$ cat config.mk
export PLATFORM = sky130hd
export DESIGN_NAME = mem_arbiter
export DESIGN_NICKNAME = d
export VERILOG_FILES = /design/src/rtl/mem_arbiter.sv
export SDC_FILE = /design/constraint.sdc
export NUM_CORES = 1
export LEC_CHECK = 0
export ABC_AREA = 1
export BUFFER_PORTS_ARGS = -buffer_cell sky130_fd_sc_hd__buf_2
export CAP_MARGIN = 15
export CORE_MARGIN = 5
export CORE_UTILIZATION = 25
export CTS_BUF_LIST = sky130_fd_sc_hd__clkbuf_8
export DETAILED_ROUTE_END_ITERATION = 6
export PLACE_DENSITY = 0.58
export SYNTH_ARGS = -nofsm -noshare
export SYNTH_HDL_FRONTEND = slang
export SYNTH_SLANG_ARGS = --single-unit
$ cat constraint.sdc
create_clock -name clk -period 3.21 [get_ports clk]
set_clock_uncertainty 0.2 [all_clocks]
set_input_delay 0.4815 -clock clk [delete_from_list [all_inputs] [get_ports clk]]
set_output_delay 0.4815 -clock clk [all_outputs]
set_load 0.005 [all_outputs]
$ cat src/rtl/mem_arbiter.sv
// Two-requester arbiter in front of a block RAM with separate read/write ports.
// Dual-issues a read and a write per cycle when they do not collide; otherwise round-robin.
module mem_arbiter #(
  parameter int ADDR_W = 8,
  parameter int DATA_W = 8
) (
  input  logic              clk,
  input  logic              rst_n,
  input  logic              req0_valid,
  output logic              req0_ready,
  input  logic              req0_we,
  input  logic [ADDR_W-1:0] req0_addr,
  input  logic [DATA_W-1:0] req0_wdata,
  output logic              rsp0_valid,
  output logic [DATA_W-1:0] rsp0_data,
  input  logic              req1_valid,
  output logic              req1_ready,
  input  logic              req1_we,
  input  logic [ADDR_W-1:0] req1_addr,
  input  logic [DATA_W-1:0] req1_wdata,
  output logic              rsp1_valid,
  output logic [DATA_W-1:0] rsp1_data,
  output logic              mem_w_en,
  output logic [ADDR_W-1:0] mem_w_addr,
  output logic [DATA_W-1:0] mem_w_data,
  output logic              mem_r_en,
  output logic [ADDR_W-1:0] mem_r_addr,
  input  logic [DATA_W-1:0] mem_r_data,
  output logic              idle
);

  logic [1:0]             v, we, rdy, w_acc, r_acc;
  logic [1:0][ADDR_W-1:0] addr;
  logic [1:0][DATA_W-1:0] wdata;
  logic                   prio, conflict, w_idx, r_idx;
  logic [2:1]             rd_vld, rd_tag;
  logic [1:0]             rsp_vld;
  logic [1:0][DATA_W-1:0] rsp_dat;

  assign v     = {req1_valid, req0_valid};
  assign we    = {req1_we, req0_we};
  assign addr  = {req1_addr, req0_addr};
  assign wdata = {req1_wdata, req0_wdata};

  // Same-type pairs or a read/write pair on one address cannot share a cycle.
  assign conflict = (&v) & ((we[0] == we[1]) | (addr[0] == addr[1]));

  assign rdy[0] = v[0] & (~conflict | ~prio);
  assign rdy[1] = v[1] & (~conflict |  prio);
  assign req0_ready = rdy[0];
  assign req1_ready = rdy[1];

  assign w_acc = rdy & we;
  assign r_acc = rdy & ~we;
  assign w_idx = w_acc[1];
  assign r_idx = r_acc[1];

  always_ff @(posedge clk or negedge rst_n) begin
    if (!rst_n) begin
      prio       <= 1'b0;
      mem_w_en   <= 1'b0;
      mem_w_addr <= '0;
      mem_w_data <= '0;
      mem_r_addr <= '0;
      rd_vld     <= '0;
      rd_tag     <= '0;
    end else begin
      if (conflict) prio <= ~prio;
      mem_w_en <= |w_acc;
      if (|w_acc) begin
        mem_w_addr <= addr[w_idx];
        mem_w_data <= wdata[w_idx];
      end
      rd_vld <= {rd_vld[1], |r_acc};
      if (|r_acc) begin
        mem_r_addr <= addr[r_idx];
        rd_tag[1]  <= r_idx;
      end
      rd_tag[2] <= rd_tag[1];
    end
  end

  assign mem_r_en = rd_vld[1];

  // Stage 2 tag lines up with the RAM's registered read data.
  for (genvar k = 0; k < 2; k++) begin : g_rsp
    assign rsp_vld[k] = rd_vld[2] & (rd_tag[2] == k[0]);
    assign rsp_dat[k] = rsp_vld[k] ? mem_r_data : '0;
  end

  assign rsp0_valid = rsp_vld[0];
  assign rsp1_valid = rsp_vld[1];
  assign rsp0_data  = rsp_dat[0];
  assign rsp1_data  = rsp_dat[1];

  assign idle = ~(|v) & ~mem_w_en & ~rd_vld[1] & ~rd_vld[2];

endmodule

==> results.py, run 1 <==
metrics = {
    "sta": {
        "min_period_ps": 2466,
        "rsz0062_at_grt": "no",
        "drv_slew": 0,
        "worst_slack_ps": 743.7,
        "setup_violations": 0,
        "post-route-period-util_pct": 76.83,
        "worstMarginPinSlew_ps": 686.6,
        "hold_viol_final": 0,
        "fmax_ghz": 0.4055,
        "maxSlewHeadroom_pct": 54.23,
        "tns_ps": 0,
    },
    "detailed_routing": {
        "post-route-drc-count": 0,
        "drtIter0Drc": 93,
        "drtPass1Iterations": 6,
        "num_vias": 1917,
        "vias_per_cell": 4.204,
        "ant_nets": 0,
        "drt-wirelength-per-cell_um": 12.09,
        "drt_wl_total_mm": 5.511,
    },
    "global_route": {
        "grt_pass1_wl_mm": 8.894,
        "grt.overflow.total": 0,
        "track_usage_pct": 12.46,
        "grt_max_degree": 31,
        "antenna_found_initial": 0,
        "grt_pass1_vias": 1870,
    },
    "floorplanning": {
        "start_util_pct": 25.42,
        "ioPinCount": 93,
        "die_y_um": 95.66,
        "row_count": 31,
        "die_w_um": 95.66,
        "die-area_um2": 9150,
        "core_area_um2": 7214,
    },
    "cts": {
        "max-clock-path-buffers": 2,
        "cts_made_buffers": 5,
        "cts_setup_buffers": 0,
        "cts_hold_buf": 0,
        "cts_sinks": 30,
        "clkLatencyLatePin_ps": 280,
        "clkTransAtPathRegs_ps": 70,
        "cts_tree": "built",
        "cts_resized": 0,
        "cts_root_buffer": "clkbuf_8",
        "htree_num_levels": 2,
    },
    "setup_path": {
        "r2r-start": "prio",
        "critPathArrivalTime_ps": 1780,
        "crit_required_ps": 2530,
        "rr_worst_depth": 7,
        "critPathLaunchType": "primary input",
        "r2r-end": "mem_r_addr[7]",
        "path_max_fanout": 21,
        "criticalPathCategory": "in2out",
        "end_kind": "output port",
        "r2r_slack_ps": 1170,
    },
    "logic_synthesis": {
        "async_flop_share_pct": 100.0,
        "synth_nets": 312,
        "synth_common_cells": "nand2_1, inv_1, nand3_1",
        "syn_area_per_cell_um2": 6.896,
        "yosysUniqueCellTypes": 20,
        "synthTopCellsByArea": "dfrtp_1, nand2_1, inv_1",
        "yosys_register_bits": 30,
        "synth_top_area_share_pct": 40.93,
        "synth_area_um2": 1834,
        "ys_seq_area_share_pct": 40.93,
        "yosysTopAreaCell": "dfrtp_1",
        "yosys_warnings": 0,
        "synth_edf_count": 0,
        "synthFlopType": "dfrtp_1",
        "synth.most_common_cell": "nand2_1",
        "syn-instance-count": 266,
    },
    "final_layout": {
        "nNetsFinal": 402,
        "antennaDiodeCount": 0,
        "multiInputGateArea_um2": 814.5,
        "layout.area.seq_um2": 750.7,
        "area_growth_pct": 33.15,
        "n_fill_cell": 808,
        "drive_above_1_share_pct": 31.09,
    },
    "power": {
        "vdd_drop_max_mv": 0.2048,
        "p_leak_nw": 1.524,
        "powerDensity_nw_per_um2": 439.4,
    },
    "placement": {
        "portBuffers": 92,
        "place_ws_ps": 575.8,
        "hpwlAfterDp_mm": 4.366,
        "gp_congestion": 0.8800,
    },
    "run": {
        "maxCapViolCount": 0,
    },
    "worst_hold_path": {
        "min-delay-path-class": "in2async",
    },
    "outcome": {
        "status": "finished clean",
    },
}
worst max-delay path, stage by stage:
cell and delay [ps]:
buf_2 110, inv_1 80, nand2_1 60, nand2_1 50, nand2_1 50, nor2_1 90
nand2_1 70, nand2_2 80, nand3_2 340, nand2_1 180, inv_1 60, buf_2 120
layout make-up:
type	instances	area share, %
clock buffer	6	3.381
clock inverter	2	0.3586
inverter	51	7.941
multi-input combinational	175	33.35
sequential	30	30.74
tap	99	5.072
timing repair buffer	93	19.16
state kept, by name, summed over array words and instances (netlist names):
name	count
mem_r_addr	8
prio	1
mem_w_en	1
mem_w_addr	8
mem_w_data	8
rd_tag	2
rd_vld	2
where the power goes:
group | switching, W | internal [W]
Combinational | 0.000168 | 0.000122
Clock | 0.000142 | 0.000169
Sequential | 0.0000332 | 0.000439
Total | 0.000343 | 0.000730
per-layer routing:
metal,track usage [%],wire (um),vias up,share of wire [%]
met5,0,0,-,0
met4,2.844,51,0,0.93
met3,3.710,494,6,9.0
met2,20.32,2521,74,46
met1,16.19,2443,841,44
li1,-,-,996,-
logic make-up after synthesis:
group / after synthesis / synth area share [%]
and+or+nand+nor: 171 / 42.50
buffers and inverters: 61 / 14.67
DFF: 30 / 40.93
xor gates and xnor gates: 4 / 1.910
stage by stage:
stage / cells / utilization (%) / area (um^2) / power (W) / hold WS, ps
6_report: 456 / 33.85 / 2442 / 0.001073 / 34.86
5_1_grt: 456 / 33.85 / 2442 / 0.001159 / 104.5
4_1_cts: 456 / 33.85 / 2442 / 0.001094 / 68.09
3_5_place_dp: 448 / 32.59 / 2351 / 0.0007752 / 170.0
3_3_place_gp: 448 / 32.59 / 2351 / 0.0007724 / 165.0
2_1_floorplan: 266 / - / 1834 / 0.0006341 / -14.09
worst max-delay path by stage:
stage                    endpoint  depth (start not counted)         start  slack [ps]
global placement    mem_r_addr[1]                         14  req0_addr[0]         630
CTS                    req1_ready                         12  req0_addr[0]         750
detailed placement  mem_r_addr[0]                         14  req0_addr[0]         580
floorplan              req1_ready                         12  req0_addr[0]        1140
global route        mem_r_addr[1]                         12  req1_addr[6]         530
finish                 req1_ready                         12  req0_addr[0]         740
placed cells by master (no fill, tap or decap):
cell type and count:
nor3b_1 1, nand2_1 93, nor3_1 1, inv_1 48, nand3_1 33, inv_2 3, nor2_1 19, xor2_1 1
nand2_2 1, dfrtp_1 30, clkbuf_8 6, clkinv_2 1, nand3_2 4, nand4_1 17, buf_2 92, buf_4 1
xnor2_1 3, inv_4 1, nand2_4 1, nand3_4 1
(Power assumes the default switching activity.)
==> inputs of run 2 (changes only) <==
PLACE_DENSITY = 0.6   (was 0.58)
clock period = 2.2 ns   (was 3.21 ns; I/O delays follow)
==> results.py, run 2 (synthesis gave the netlist of run 1 again) <==
metrics = {
    "sta": {
        "fmax_ghz": 0.4949,
        "maxSlewHeadroom_pct": 54.38,
        "worstMarginPinSlew_ps": 684.3,
        "rsz0062_at_grt": "no",
        "worst_slack_ps": 179.3,
        "min_period_ps": 2021,
        "post-route-period-util_pct": 91.85,
        "drv_slew": 0,
        "tns_ps": 0,
        "setup_violations": 0,
        "hold_viol_final": 0,
    },
    "placement": {
        "gp_congestion": 0.7864,
        "portBuffers": 92,
        "place_ws_ps": 137.8,
        "hpwlAfterDp_mm": 4.336,
    },
    "detailed_routing": {
        "ant_nets": 0,
        "post-route-drc-count": 0,
        "num_vias": 1979,
        "drtPass1Iterations": 4,
        "vias_per_cell": 4.284,
        "drtIter0Drc": 131,
        "drt-wirelength-per-cell_um": 11.92,
        "drt_wl_total_mm": 5.508,
    },
    "run": {
        "maxCapViolCount": 0,
    },
    "final_layout": {
        "final_common_cell": "nand2_1",
        "final_cell_mix": "nand2_1, buf_2, inv_1, nand3_1, dfrtp_1",
        "drive_above_1_share_pct": 31.96,
        "reg_top3": "mem_r_addr (8), mem_w_addr (8), mem_w_data (8)",
        "antennaDiodeCount": 0,
        "nNetsFinal": 409,
        "area_growth_pct": 36.15,
    },
    "cts": {
        "cts_sinks": 30,
        "htree_num_levels": 2,
        "max-clock-path-buffers": 2,
        "clkLatencyLatePin_ps": 280,
        "cts_setup_buffers": 0,
        "cts_root_buffer": "clkbuf_8",
        "cts_tree": "built",
        "clkTransAtPathRegs_ps": 60,
        "cts_made_buffers": 5,
    },
    "global_route": {
        "track_usage_pct": 12.24,
        "grt_pass1_wl_mm": 8.735,
        "grt_max_degree": 31,
        "grt_pass1_vias": 1876,
        "antenna_found_initial": 0,
        "grt.overflow.total": 0,
    },
    "worst_hold_path": {
        "min-delay-path-class": "in2reg",
    },
    "setup_path": {
        "critPathLaunchType": "primary input",
        "path_max_fanout": 6,
        "critPathArrivalTime_ps": 1490,
        "end_kind": "output port",
        "crit_required_ps": 1670,
        "criticalPathCategory": "in2out",
    },
    "outcome": {
        "status": "finished clean",
    },
    "floorplanning": {
        "die-area_um2": 9150,
        "die_y_um": 95.66,
        "die_w_um": 95.66,
        "ioPinCount": 93,
        "row_count": 31,
        "core_area_um2": 7214,
        "start_util_pct": 25.42,
    },
    "power": {
        "powerDensity_nw_per_um2": 616.3,
        "p_leak_nw": 1.556,
        "vdd_drop_max_mv": 0.2531,
    },
}
run 2: repair_timing:
action / 4_1_cts / 5_1_grt
setup endpoints to repair: 0 / 1
gates resized for setup: 0 / 2
endpoints found under the hold margin: 30 / 0
hold buffers: 1 / 0
run 2: final cells by class:
class,instances,area [um^2]
sequential,30,750.7
clock inverter,2,7.507
tap,99,123.9
clock buffer,5,68.82
fill,813,4717
multi-input combinational,175,829.5
timing repair buffer,100,523.0
inverter,51,193.9
run 2: worst max-delay path, stage by stage:
cell and delay (ps):
buf_2 130, xnor2_2 170, nand2_1 70, nor2_1 100
nand2_1 70, nand2_2 100, nand3_4 110, buf_4 180
nand2_1 60, inv_1 40, buf_2 110
run 2: final timing paths:
| check | from | end | slack, ps | cells after the start |
|---|---|---|---|---|
| setup reg to reg | prio | mem_w_addr[0] | 670 | 7 |
| min in group asynchronous | rst_n | mem_w_data[1] | 430 | 2 |
| hold / removal | req1_wdata[2] | mem_w_data[2] | 70 | 3 |
| max in group asynchronous | rst_n | prio | 930 | 2 |
| setup / recovery | req1_addr[6] | req1_ready | 180 | 11 |
| hold reg to reg | rd_tag[1] | rd_tag[2] | 190 | 0 |
run 2: stage by stage:
stage               instance area [um^2]  instances  utilization [%]  hold slack [ps]  power [W]
floorplan                           1834        266                -           -165.6  0.0009253
global placement                    2396        454            33.21            166.9   0.001136
finish                              2497        462            34.62            66.79   0.001539
CTS                                 2482        462            34.41            59.20   0.001554
global route                        2497        462            34.62            66.05   0.001648
detailed placement                  2396        454            33.21            169.6   0.001141
run 2: per-layer routing:
layer | wire length (um) | up-vias | track usage (%) | part of all wire, %
met5 | 0 | - | 0 | 0
met2 | 2513 | 75 | 20.09 | 46
met3 | 509 | 3 | 3.710 | 9.2
li1 | - | 1014 | - | -
met4 | 21 | 0 | 2.133 | 0.38
met1 | 2463 | 887 | 16.02 | 45
run 2: power breakdown:
| group | internal, W | total, W | switching, W |
|---|---|---|---|
| clock network | 0.000208 | 0.000408 | 0.000200 |
| logic | 0.000189 | 0.000438 | 0.000249 |
| registers | 0.000641 | 0.000693 | 0.0000520 |
